## src/rtl/apb4_cmd_master_pkg.sv

```systemverilog
// apb4_cmd_master shared types.
// State encoding, command/response bundles.
package apb4_cmd_master_pkg;

  localparam int ADDR_W = 32;
  localparam int DATA_W = 32;

  typedef enum logic [1:0] {
    IDLE   = 2'd0,
    SETUP  = 2'd1,
    ACCESS = 2'd2
  } state_e;

  typedef struct packed {
    logic [ADDR_W-1:0] addr;
    logic              write;
    logic [DATA_W-1:0] wdata;
    logic [3:0]        wstrb;
    logic [2:0]        prot;
  } cmd_t;

  typedef struct packed {
    logic [DATA_W-1:0] rdata;
    logic              err;
    logic              tmo;
  } rsp_t;

  function automatic int cnt_w(int t);
    return (t > 0) ? $clog2(t + 1) : 1;
  endfunction

endpackage

```

## src/rtl/apb4_cmd_master_if.sv

```systemverilog
// Command/response stream plus APB4 bus.
// master = initiator side, slave = environment.
interface apb4_cmd_master_if #(
  parameter int AW = 32,
  parameter int DW = 32
);
  logic          cmd_valid_i;
  logic          cmd_ready_o;
  logic [AW-1:0] cmd_addr_i;
  logic          cmd_write_i;
  logic [DW-1:0] cmd_wdata_i;
  logic [3:0]    cmd_wstrb_i;
  logic [2:0]    cmd_prot_i;
  logic          rsp_valid_o;
  logic          rsp_ready_i;
  logic [DW-1:0] rsp_rdata_o;
  logic          rsp_err_o;
  logic          rsp_tmo_o;
  logic [AW-1:0] paddr;
  logic [2:0]    pprot;
  logic          psel;
  logic          penable;
  logic          pwrite;
  logic [DW-1:0] pwdata;
  logic [3:0]    pstrb;
  logic [DW-1:0] prdata;
  logic          pready;
  logic          pslverr;

  modport master (
    input  cmd_valid_i, cmd_addr_i, cmd_write_i,
    input  cmd_wdata_i, cmd_wstrb_i, cmd_prot_i,
    input  rsp_ready_i, prdata, pready, pslverr,
    output cmd_ready_o, rsp_valid_o, rsp_rdata_o,
    output rsp_err_o, rsp_tmo_o,
    output paddr, pprot, psel, penable,
    output pwrite, pwdata, pstrb
  );

  modport slave (
    output cmd_valid_i, cmd_addr_i, cmd_write_i,
    output cmd_wdata_i, cmd_wstrb_i, cmd_prot_i,
    output rsp_ready_i, prdata, pready, pslverr,
    input  cmd_ready_o, rsp_valid_o, rsp_rdata_o,
    input  rsp_err_o, rsp_tmo_o,
    input  paddr, pprot, psel, penable,
    input  pwrite, pwdata, pstrb
  );
endinterface

```

## src/rtl/apb4_cmd_master_rspbuf.sv

```systemverilog
// One-entry valid/ready holding register for rsp_t.
// Push and pop in the same cycle refill without a bubble.
module apb4_cmd_master_rspbuf
  import apb4_cmd_master_pkg::*;
(
  input  logic clk,
  input  logic rst_n,
  input  logic push_i,
  input  rsp_t rsp_i,
  input  logic ready_i,
  output logic valid_o,
  output rsp_t rsp_o
);
  logic vld_d;
  logic vld_q;

  assign vld_d = push_i | (vld_q & ~ready_i);

  dffr #(.W(1)) u_vld (
    .clk   (clk),
    .rst_n (rst_n),
    .d     (vld_d),
    .q     (vld_q)
  );

  dffer #(.W($bits(rsp_t))) u_dat (
    .clk   (clk),
    .rst_n (rst_n),
    .en    (push_i),
    .d     (rsp_i),
    .q     (rsp_o)
  );

  assign valid_o = vld_q;
endmodule

```

## src/rtl/dffr.sv

```systemverilog
// Shared flop primitives, async active-low reset to 0.
// dffr: plain register; dffer: register with load enable.
module dffr #(
  parameter int W = 1
) (
  input  logic         clk,
  input  logic         rst_n,
  input  logic [W-1:0] d,
  output logic [W-1:0] q
);
  // Plain resettable register
  always_ff @(posedge clk or negedge rst_n) begin
    if (!rst_n) q <= '0;
    else        q <= d;
  end
endmodule

module dffer #(
  parameter int W = 1
) (
  input  logic         clk,
  input  logic         rst_n,
  input  logic         en,
  input  logic [W-1:0] d,
  output logic [W-1:0] q
);
  // Resettable register, loads only when enabled
  always_ff @(posedge clk or negedge rst_n) begin
    if (!rst_n)  q <= '0;
    else if (en) q <= d;
  end
endmodule

```

## src/rtl/apb4_cmd_master.sv

```systemverilog
// APB4 initiator: valid/ready commands to APB transfers.
// One transfer in flight, one buffered response.
module apb4_cmd_master
  import apb4_cmd_master_pkg::*;
#(
  parameter int ADDR_WIDTH     = ADDR_W,
  parameter int DATA_WIDTH     = DATA_W,
  parameter int TIMEOUT_CYCLES = 256
) (
  input logic               hclk,
  input logic               hresetn,
  apb4_cmd_master_if.master bus
);
  localparam int CW = cnt_w(TIMEOUT_CYCLES);
  localparam logic [CW-1:0] TMO = CW'(TIMEOUT_CYCLES);

  state_e          st_q;
  state_e          st_d;
  cmd_t            cmd_d;
  cmd_t            cmd_q;
  logic [CW-1:0]   cnt_d;
  logic [CW-1:0]   cnt_q;
  logic            rdy_q;
  logic            idle;
  logic            setup;
  logic            access;
  logic            hs;
  logic            done;
  logic            tmo_hit;
  logic            push;
  logic            rbv;
  rsp_t            rsp_d;
  rsp_t            rsp_q;

  assign idle   = (st_q == IDLE);
  assign setup  = (st_q == SETUP);
  assign access = (st_q == ACCESS);

  assign done    = access & bus.pready;
  assign tmo_hit = (TIMEOUT_CYCLES != 0) & access
                 & ~bus.pready & (cnt_q == TMO);
  assign push    = done | tmo_hit;

  // rdy_q keeps cmd_ready_o low while reset is held
  assign bus.cmd_ready_o = rdy_q & (
      (idle & (~rbv | bus.rsp_ready_i))
    | (done & bus.rsp_ready_i));
  assign hs = bus.cmd_valid_i & bus.cmd_ready_o;

  dffr #(.W(1)) u_rdy (
    .clk   (hclk),
    .rst_n (hresetn),
    .d     (1'b1),
    .q     (rdy_q)
  );

  // Command capture; strobes are meaningless on reads
  always_comb begin
    cmd_d.addr  = bus.cmd_addr_i[ADDR_WIDTH-1:0];
    cmd_d.write = bus.cmd_write_i;
    cmd_d.wdata = bus.cmd_wdata_i[DATA_WIDTH-1:0];
    cmd_d.wstrb = bus.cmd_write_i ? bus.cmd_wstrb_i
                                  : 4'h0;
    cmd_d.prot  = bus.cmd_prot_i;
  end

  dffer #(.W($bits(cmd_t))) u_cmd (
    .clk   (hclk),
    .rst_n (hresetn),
    .en    (hs),
    .d     (cmd_d),
    .q     (cmd_q)
  );

  // Wait-state counter: cleared in SETUP
  always_comb begin
    cnt_d = cnt_q;
    if (setup)
      cnt_d = '0;
    else if (access & ~bus.pready)
      cnt_d = cnt_q + 1'b1;
  end

  dffr #(.W(CW)) u_cnt (
    .clk   (hclk),
    .rst_n (hresetn),
    .d     (cnt_d),
    .q     (cnt_q)
  );

  // FSM state register
  always_ff @(posedge hclk or negedge hresetn) begin
    if (!hresetn) st_q <= IDLE;
    else          st_q <= st_d;
  end

  // FSM next state; completion beats timeout
  always_comb begin
    st_d = st_q;
    case (st_q)
      IDLE:   if (hs) st_d = SETUP;
      SETUP:  st_d = ACCESS;
      ACCESS: begin
        if (done)         st_d = hs ? SETUP : IDLE;
        else if (tmo_hit) st_d = IDLE;
      end
      default: st_d = IDLE;
    endcase
  end

  // Response word; rdata only for clean reads
  always_comb begin
    rsp_d.rdata = (done & ~cmd_q.write & ~bus.pslverr)
                ? bus.prdata : '0;
    rsp_d.err   = done ? bus.pslverr : 1'b1;
    rsp_d.tmo   = ~done;
  end

  apb4_cmd_master_rspbuf u_rspbuf (
    .clk     (hclk),
    .rst_n   (hresetn),
    .push_i  (push),
    .rsp_i   (rsp_d),
    .ready_i (bus.rsp_ready_i),
    .valid_o (rbv),
    .rsp_o   (rsp_q)
  );

  assign bus.paddr   = cmd_q.addr;
  assign bus.pwrite  = cmd_q.write;
  assign bus.pwdata  = cmd_q.wdata;
  assign bus.pstrb   = cmd_q.wstrb;
  assign bus.pprot   = cmd_q.prot;
  assign bus.psel    = ~idle;
  assign bus.penable = access;

  assign bus.rsp_valid_o = rbv;
  assign bus.rsp_rdata_o = rsp_q.rdata;
  assign bus.rsp_err_o   = rsp_q.err;
  assign bus.rsp_tmo_o   = rsp_q.tmo;
endmodule

```

## src/flat_wrapper.sv

```systemverilog
// flat-port wrapper written by rule: the top's interface ports become plain ports
module apb4_cmd_master_flat import apb4_cmd_master_pkg::*;
#(
  parameter int ADDR_WIDTH     = ADDR_W,
  parameter int DATA_WIDTH     = DATA_W,
  parameter int TIMEOUT_CYCLES = 256
)
  (hclk, hresetn, bus_cmd_valid_i, bus_cmd_addr_i, bus_cmd_write_i, bus_cmd_wdata_i, bus_cmd_wstrb_i, bus_cmd_prot_i, bus_rsp_ready_i, bus_prdata, bus_pready, bus_pslverr, bus_cmd_ready_o, bus_rsp_valid_o, bus_rsp_rdata_o, bus_rsp_err_o, bus_rsp_tmo_o, bus_paddr, bus_pprot, bus_psel, bus_penable, bus_pwrite, bus_pwdata, bus_pstrb);
  apb4_cmd_master_if #(.AW(32), .DW(32)) bus_i ();
  input logic hclk;
  input logic hresetn;
  input wire logic [$bits(bus_i.cmd_valid_i)-1:0] bus_cmd_valid_i;
  input wire logic [$bits(bus_i.cmd_addr_i)-1:0] bus_cmd_addr_i;
  input wire logic [$bits(bus_i.cmd_write_i)-1:0] bus_cmd_write_i;
  input wire logic [$bits(bus_i.cmd_wdata_i)-1:0] bus_cmd_wdata_i;
  input wire logic [$bits(bus_i.cmd_wstrb_i)-1:0] bus_cmd_wstrb_i;
  input wire logic [$bits(bus_i.cmd_prot_i)-1:0] bus_cmd_prot_i;
  input wire logic [$bits(bus_i.rsp_ready_i)-1:0] bus_rsp_ready_i;
  input wire logic [$bits(bus_i.prdata)-1:0] bus_prdata;
  input wire logic [$bits(bus_i.pready)-1:0] bus_pready;
  input wire logic [$bits(bus_i.pslverr)-1:0] bus_pslverr;
  output wire logic [$bits(bus_i.cmd_ready_o)-1:0] bus_cmd_ready_o;
  output wire logic [$bits(bus_i.rsp_valid_o)-1:0] bus_rsp_valid_o;
  output wire logic [$bits(bus_i.rsp_rdata_o)-1:0] bus_rsp_rdata_o;
  output wire logic [$bits(bus_i.rsp_err_o)-1:0] bus_rsp_err_o;
  output wire logic [$bits(bus_i.rsp_tmo_o)-1:0] bus_rsp_tmo_o;
  output wire logic [$bits(bus_i.paddr)-1:0] bus_paddr;
  output wire logic [$bits(bus_i.pprot)-1:0] bus_pprot;
  output wire logic [$bits(bus_i.psel)-1:0] bus_psel;
  output wire logic [$bits(bus_i.penable)-1:0] bus_penable;
  output wire logic [$bits(bus_i.pwrite)-1:0] bus_pwrite;
  output wire logic [$bits(bus_i.pwdata)-1:0] bus_pwdata;
  output wire logic [$bits(bus_i.pstrb)-1:0] bus_pstrb;
  assign bus_i.cmd_valid_i = bus_cmd_valid_i;
  assign bus_i.cmd_addr_i = bus_cmd_addr_i;
  assign bus_i.cmd_write_i = bus_cmd_write_i;
  assign bus_i.cmd_wdata_i = bus_cmd_wdata_i;
  assign bus_i.cmd_wstrb_i = bus_cmd_wstrb_i;
  assign bus_i.cmd_prot_i = bus_cmd_prot_i;
  assign bus_i.rsp_ready_i = bus_rsp_ready_i;
  assign bus_i.prdata = bus_prdata;
  assign bus_i.pready = bus_pready;
  assign bus_i.pslverr = bus_pslverr;
  assign bus_cmd_ready_o = bus_i.cmd_ready_o;
  assign bus_rsp_valid_o = bus_i.rsp_valid_o;
  assign bus_rsp_rdata_o = bus_i.rsp_rdata_o;
  assign bus_rsp_err_o = bus_i.rsp_err_o;
  assign bus_rsp_tmo_o = bus_i.rsp_tmo_o;
  assign bus_paddr = bus_i.paddr;
  assign bus_pprot = bus_i.pprot;
  assign bus_psel = bus_i.psel;
  assign bus_penable = bus_i.penable;
  assign bus_pwrite = bus_i.pwrite;
  assign bus_pwdata = bus_i.pwdata;
  assign bus_pstrb = bus_i.pstrb;
  apb4_cmd_master #(.ADDR_WIDTH(ADDR_WIDTH), .DATA_WIDTH(DATA_WIDTH), .TIMEOUT_CYCLES(TIMEOUT_CYCLES)) u_core (.hclk(hclk), .hresetn(hresetn), .bus(bus_i));
endmodule
```

## config.mk

```make
export PLATFORM = sky130hd
export DESIGN_NAME = apb4_cmd_master_flat
export DESIGN_NICKNAME = d
export VERILOG_FILES = /design/src/rtl/apb4_cmd_master_pkg.sv /design/src/rtl/apb4_cmd_master_if.sv /design/src/rtl/apb4_cmd_master_rspbuf.sv /design/src/rtl/dffr.sv /design/src/rtl/apb4_cmd_master.sv /design/src/flat_wrapper.sv
export SDC_FILE = /design/constraint.sdc
export NUM_CORES = 1
export LEC_CHECK = 0
export BUFFER_PORTS_ARGS = -buffer_cell sky130_fd_sc_hd__buf_4
export CAP_MARGIN = 20
export CORE_MARGIN = 2
export CORE_UTILIZATION = 49
export DETAILED_ROUTE_END_ITERATION = 10
export GPL_TIMING_DRIVEN = 0
export PLACE_DENSITY = 0.81
export SLEW_MARGIN = 20
export SYNTH_ARGS = -nofsm -noshare
export SYNTH_HDL_FRONTEND = slang
export SYNTH_SLANG_ARGS = --single-unit
```

## constraint.sdc

```tcl
create_clock -name hclk -period 3.88 [get_ports hclk]
set_input_delay 0.776 -clock hclk [delete_from_list [all_inputs] [get_ports hclk]]
set_output_delay 0.776 -clock hclk [all_outputs]
set_load 0.03 [all_outputs]
```

==> flow_metrics.py, run 1 <==
metrics = {
    "grt": {
        "grt_remaining_overflow": 0,
        "first_global_vias": 3547,
        "antenna_found_initial": 0,
        "grt_pass1_wl_mm": 17.57,
        "grt_max_degree": 69,
        "grt_usage": 0.2272,
    },
    "placement": {
        "place_congestion": 0.7385,
        "dp_hpwl_mm": 8.179,
        "port_buffers": 219,
        "place_inst": 629,
        "post-place-ws_ps": 1403,
    },
    "drt": {
        "first_iter_violations": 72,
        "route.detailed.drc": 0,
        "totalWireLength_mm": 11.14,
        "avgRoutedWirePerCell_um": 16.86,
        "firstDrtPassIters": 4,
        "via_count": 3359,
        "antenna_left": 0,
        "via_per_inst": 5.082,
    },
    "cts": {
        "clk_pin_slew_ps": 60,
        "cts_setup_buffers": 0,
        "clock_latency_ps": 500,
        "cts_tree": "done",
        "cts_buffer_depth": 2,
        "cts-root-buf": "clkbuf_8",
        "cts_made_buffers": 17,
        "cts_resized": 0,
        "ctsHtreeMaxLevel": 4,
        "cts_num_sinks": 119,
        "holdBufCountCts": 0,
    },
    "synth": {
        "netlist_top_cells_count": "dfrtp_1 (119), mux2_2 (67), a22o_1 (30), nand2_1 (16), buf_2 (8)",
        "syn-cell-area_sq_mm": 0.004548,
        "synth_nets": 410,
        "syn_area_per_cell_sq_um": 15.26,
        "synthArstFlopShare": 1.000,
        "synth.most_common_cell": "dfrtp_1",
        "synth.distinct_cells": 36,
        "yosysWarnings": 0,
        "synth-seq-cells": 119,
        "synth_area_leaders": "dfrtp_1 (65%), mux2_2 (17%), a22o_1 (5.8%)",
        "yosys.area.top_type_share": 0.6547,
        "synth_top_area_cell": "dfrtp_1",
        "synth_seq_area_share": 0.6547,
        "synth_ff_type": "dfrtp_1",
        "synth_edf_count": 0,
        "synthCells": 298,
    },
    "finish": {
        "nFillCells": 594,
        "area_growth_pct": 53.67,
        "antenna_cells": 0,
        "final_cells": 661,
        "final_nets": 649,
        "drive_gt1_frac": 0.6164,
    },
    "hold_path": {
        "hp-class": "in2async",
    },
    "worst_setup_path": {
        "path_cells": "nor2b_1, o21ai_1, and2_1, clkbuf_1, buf_4",
        "critPathCaptureType": "primary output",
        "worstSetupPathType": "reg2out",
        "slowest_delay_ps": 380,
        "path_buf_inv": 2,
        "regToRegSetupSlack_ps": 1820,
        "cp_data_arrival_time_ps": 1810,
        "crit_slowest_cell": "dfrtp_1",
        "cp-start-kind": "flop",
        "critPathMaxFanout": 5,
        "cp.required_ps": 3100,
        "path_delay_family": "buffers and inverters",
    },
    "floorplan": {
        "rows": 35,
        "die_h_um": 100.3,
        "io_pins": 220,
        "coreArea_sq_mm": 0.009109,
        "initial_core_util": 0.4993,
        "die_area_sq_mm": 0.01007,
        "fp.dieW_um": 100.3,
    },
    "flow_run": {
        "drv_cap": 0,
    },
    "power": {
        "p_total_mw": 5.326,
        "p_leak_nw": 3.476,
        "p_per_area_mw_per_mm2": 762.0,
        "irDropWorstVdd_mv": 0.4127,
    },
    "sta": {
        "min_period_ps": 2589,
        "relSlewSlack": 0.5104,
        "period_share": 0.6672,
        "drv_slew": 0,
        "tightest_slew_ps": 732.8,
        "grt_setup_unrepaired": "false",
        "fin_ws_ps": 1291,
        "final.setup_skew_ps": 9.334,
        "tns_ps": 0,
        "hold_viol_final": 0,
        "fin_hold_ws_ps": 223.9,
        "fmax_mhz": 386.3,
        "setup_viol": 0,
    },
    "run_status": {
        "status": "finished, final reports clean",
    },
}
cells by family after synthesis:
kind of cell	count (synthesis)	share of synthesized area
adders and majority gates	2	0.005501
buffers and inverters	18	0.02366
DFF	119	0.6547
other	1	0.0008245
AOI/OAI and AO/OA	44	0.08336
and+or+nand+nor	40	0.05090
xor gates and xnor gates	1	0.001926
muxes	73	0.1791
worst paths after layout:
check,from,to,cells past startpoint
worst max-delay path,u_core.u_rspbuf.u_vld.q,bus_cmd_ready_o,5
worst min-delay path,hresetn,u_core.u_cmd.q[35],1
worst max register to register,u_core.u_rspbuf.u_vld.q,u_core.u_cmd.q[55],7
worst min register to register,u_core.u_cnt.q[8],u_core.u_cnt.q[8],1
max in group asynchronous,hresetn,u_core.u_cmd.q[3],2
min in group hclk,u_core.u_cnt.q[8],u_core.u_cnt.q[8],1
flip-flops by register name (all words and copies together), names as in the netlist:
name	count
u_core.u_rspbuf.u_dat.q	34
u_core.u_cmd.q	72
u_core.st_q	2
u_core.u_rdy.q	1
u_core.u_cnt.q	9
u_core.u_rspbuf.u_vld.q	1
power breakdown:
group / internal [mW] / leakage [nW] / switching [mW]
combinational: 0.803 / 1.70 / 1.08
sequential: 1.60 / 1.48 / 0.210
clock: 1.07 / 0.296 / 0.569
worst register-to-register path: stages, from the launching register on:
cell and delay [ps]:
dfrtp_1 380, nor2b_1 150, o21ai_1 220, nand2_1 210
inv_2 160, buf_2 240, buf_4 230, mux2_2 360
layout by cell type (no fill, tap or decap), drive strengths merged:
master | netlist | layout
dfrtp | 119 | 119
inv | 3 | 6
nand2 | 16 | 16
and4 | 2 | 2
and2 | 4 | 4
mux2 | 67 | 67
nor3 | 1 | 1
nor2b | 2 | 2
clkinvlp | 0 | 3
nor3b | 1 | 1
or2b | 1 | 1
clkinv | 0 | 3
and3 | 2 | 2
o21ai | 5 | 5
nor4 | 1 | 1
conb | 1 | 1
nand3 | 4 | 4
a21oi | 2 | 2
nor2 | 1 | 1
ha | 2 | 2
clkbuf | 1 | 20
mux2i | 6 | 6
or2 | 1 | 1
and2b | 1 | 1
a22o | 32 | 32
a32o | 5 | 5
nand2b | 2 | 2
bufinv | 0 | 4
buf | 14 | 234
xnor2 | 1 | 1
or4 | 1 | 1
per-layer routing:
layer  vias to the layer above  share of wire  global-route usage
met5                         -              0                   0
met4                         0          0.020             0.08957
met3                        16          0.079             0.08008
met2                       137           0.53              0.3965
met1                      1647           0.37              0.2542
li1                       1559              -                   -
cell type report:
type,instances,area (sq um),area share
sequential,119,2978,0.4261
timing repair buffer,220,1675,0.2397
multi-input combinational,161,1463,0.2093
clock buffer,19,431.7,0.06176
clock inverter,13,195.2,0.02793
tap,111,138.9,0.01987
buffer,15,96.34,0.01378
inverter,3,11.26,0.001611
metrics by stage:
| step | area, sq um | utilization |
|---|---|---|
| after floorplan | 4548 | - |
| after global placement | 6331 | 0.6951 |
| after detailed placement | 6362 | 0.6985 |
| after CTS | 6989 | 0.7673 |
| after global routing | 6989 | 0.7673 |
| final | 6989 | 0.7673 |
Power figures use the tool's default switching activity.
==> inputs of run 2 (changes only) <==
- ABC_AREA: not set -> 1
- CORE_UTILIZATION: 49 -> 43
- PLACE_DENSITY: 0.81 -> 0.73
- clock period: 3.88 -> 2.2 ns (I/O delays scaled with it)
==> flow_metrics.py, run 2 <==
metrics = {
    "run_status": {
        "status": "finished with violations",
        "violations": "hold timing",
    },
    "grt": {
        "grt_pass1_wl_mm": 23.65,
        "grt_max_degree": 63,
        "first_global_vias": 4929,
        "antenna_found_initial": 0,
        "grt_usage": 0.2350,
        "grt_remaining_overflow": 0,
    },
    "power": {
        "clkPwrFrac": 0.256,
        "p_leak_nw": 4.201,
        "p_switching_mw": 3.891,
        "irDropWorstVdd_mv": 0.8766,
        "comb_power_share": 0.403,
        "p_per_area_mw_per_mm2": 1325,
        "seq_power_share": 0.341,
        "sw_frac_of_total": 0.3935,
        "power.internal_mw": 5.996,
        "p_total_mw": 9.887,
    },
    "worst_setup_path": {
        "r2r-start": "u_core.u_cnt.q[0]",
        "cp-start-kind": "flop",
        "r2r_cells": 8,
        "path_cells": "inv_1, nand2_1, nand2_2, buf_6, buf_4, nand2_1, inv_1, buf_4",
        "worstSetupPathType": "reg2out",
        "critPathCaptureType": "primary output",
        "regToRegSetupSlack_ps": 580,
        "path_delay_family": "buffers and inverters",
        "cp.required_ps": 1760,
        "critPathMaxFanout": 10,
        "crit_slowest_cell": "dfrtp_1",
        "cp_data_arrival_time_ps": 1660,
        "slowest_delay_ps": 400,
        "r2r_end": "u_core.u_rspbuf.u_dat.q[17]",
        "path_buf_inv": 5,
    },
    "finish": {
        "mostFrequentLayoutCells": "nand2_1 (244), buf_4 (226), dfrtp_1 (119)",
        "drive_gt1_frac": 0.3471,
        "largest_reg_flops": 72,
        "final_common_cell": "nand2_1",
        "area_growth_pct": 47.10,
        "final_nets": 928,
        "utilization": 0.6505,
        "final_area_sq_mm": 0.007460,
        "antenna_cells": 0,
        "reg_top3": "u_core.u_cmd.q x72, u_core.u_rspbuf.u_dat.q x34, u_core.u_cnt.q x9",
        "regMostFlops": "u_core.u_cmd.q",
        "nFillCells": 971,
    },
    "cts": {
        "cts_setup_buffers": 0,
        "ctsHtreeMaxLevel": 4,
        "clock_latency_ps": 410,
        "cts_num_sinks": 119,
        "cts-root-buf": "clkbuf_16",
        "clk_pin_slew_ps": 50,
        "cts_tree": "done",
        "cts_made_buffers": 17,
        "cts_buffer_depth": 2,
    },
    "sta": {
        "fin_hold_ws_ps": -1.552,
        "setup_viol": 0,
        "period_share": 0.9527,
        "min_period_ps": 2096,
        "hold_viol_final": 3,
        "drv_slew": 0,
        "fin_ws_ps": 104.1,
        "fmax_mhz": 477.1,
        "tightest_slew_ps": 548.3,
        "relSlewSlack": 0.6345,
        "grt_setup_unrepaired": "false",
        "final.setup_skew_ps": 9.957,
        "tns_ps": 0,
    },
    "placement": {
        "dpl_cell_area_sq_mm": 0.006918,
        "dp_hpwl_mm": 10.79,
        "port_buffers": 218,
        "place_congestion": 0.8765,
        "post-place-ws_ps": 160.3,
    },
    "synth": {
        "synth_top_family_by_area": "simple AND/OR/NAND/NOR gates",
        "synth_area_leaders": "dfrtp_1 (59%), nand2_1 (18%), nand4_1 (9.3%)",
        "synth_top_area_cell": "dfrtp_1",
        "synth.most_common_cell": "nand2_1",
        "synthArstFlopShare": 1.000,
        "synth_seq_area_share": 0.5872,
        "synth_compound_area_frac": 0.01012,
        "syn_area_per_cell_sq_um": 8.758,
        "synthCells": 579,
        "netlist_top_cells_count": "nand2_1 (245), dfrtp_1 (119), nand4_1 (75), nand3_1 (39), buf_2 (27)",
        "synth_ff_type": "dfrtp_1",
        "synth_fa_ha_area_frac": 0.004935,
        "synthMuxAreaShare": 0,
        "synth_nets": 691,
        "synth-xor-area-share": 0,
        "syn-cell-area_sq_mm": 0.005071,
        "synth-seq-cells": 119,
        "yosys.area.top_type_share": 0.5872,
        "yosysWarnings": 0,
        "yosys.area_share.simple": 0.3333,
        "synth_edf_count": 0,
        "synth.distinct_cells": 21,
    },
    "drt": {
        "first_iter_violations": 222,
        "via_count": 4882,
        "wl_met3_mm": 1.271,
        "firstDrtPassIters": 4,
        "avgRoutedWirePerCell_um": 14.96,
        "via_per_inst": 5.049,
        "met1_length_mm": 6.099,
        "route.detailed.drc": 0,
        "antenna_left": 0,
        "met2_length_mm": 6.859,
        "totalWireLength_mm": 14.46,
        "top_layer": "met4",
    },
    "floorplan": {
        "io_pins": 220,
        "fp.dieW_um": 112.6,
        "coreArea_sq_mm": 0.01147,
        "initial_core_util": 0.4422,
        "rows": 39,
        "die_h_um": 112.6,
        "die_area_sq_mm": 0.01268,
    },
    "hold_path": {
        "hp-class": "in2async",
    },
    "flow_run": {
        "drv_cap": 0,
    },
}
[run 2: cell count changes in the layout (fill, tap and decap cells not counted), sizes merged, moves of 3 or more]
cell and delta:
a22o -32, a32o -5, and2 -3, buf +20, bufinv -3, clkbuf +9
inv +21, mux2 -67, mux2i -6, nand2 +230, nand3 +37, nand4 +75
nor2 +12, o21ai +4
[run 2: per-layer routing]
layer,track usage,up-vias
li1,-,2375
met1,0.2947,2289
met2,0.3756,200
met3,0.08153,18
met4,0.09187,0
met5,0,-
[run 2: metrics by stage]
| step | hold slack [ps] | cells |
|---|---|---|
| floorplan | 144.4 | 579 |
| global placement | 455.8 | 940 |
| detailed placement | 444.7 | 941 |
| CTS | 12.89 | 967 |
| global route | 32.99 | 967 |
| finish | -1.552 | 967 |
[run 2: layout make-up]
cell class | instances | area [sq um] | share of cell area
Sequential cell | 119 | 2978 | 0.3992
Multi-Input combinational cell | 391 | 1773 | 0.2377
Timing Repair Buffer | 219 | 1668 | 0.2236
Clock buffer | 23 | 488.0 | 0.06541
Buffer | 41 | 225.2 | 0.03019
Tap cell | 143 | 178.9 | 0.02399
Inverter | 27 | 101.3 | 0.01359
Clock inverter | 4 | 47.55 | 0.006374
[run 2: cell families after synthesis]
logic type | Yosys count
and+or+nand+nor | 378
DFF | 119
buffers and inverters | 69
AOI/OAI and AO/OA | 10
adders and majority gates | 2
other | 1
[run 2: how the worst max path moves through the flow]
| stage | startpoint | endpoint | slack (ps) | cells after the start |
|---|---|---|---|---|
| after floorplan | u_core.st_q[1] | bus_cmd_ready_o | 380 | 7 |
| after global placement | bus_rsp_ready_i | bus_cmd_ready_o | 190 | 9 |
| after detailed placement | bus_rsp_ready_i | bus_cmd_ready_o | 160 | 9 |
| after CTS | u_core.st_q[1] | bus_cmd_ready_o | 20 | 8 |
| after global routing | u_core.st_q[1] | bus_cmd_ready_o | 10 | 8 |
| final | u_core.st_q[1] | bus_cmd_ready_o | 100 | 8 |
[run 2: power by group through the flow]
stage | registers [mW] | logic, mW | clock network (mW)
detailed placement | 3.38 | 4.00 | 0
global route | 3.46 | 4.26 | 2.68
finish | 3.37 | 3.98 | 2.53
global placement | 3.36 | 3.94 | 0
floorplan | 4.73 | 0.927 | 0
CTS | 3.37 | 4.02 | 2.57
[run 2: worst reg2reg max path, delay by kind of cell, from the launching register on]
family,cells,cell delay [ps]
AND/OR/NAND/NOR,5,600
flip-flops,1,390
buffers and inverters,2,360
adder cells (fa/ha/maj),1,150
[run 2: what timing repair did]
action / CTS / global route
gates resized for setup: 2 / 2
hold buffers: 0 / 0
endpoints found under the setup margin: 1 / 1
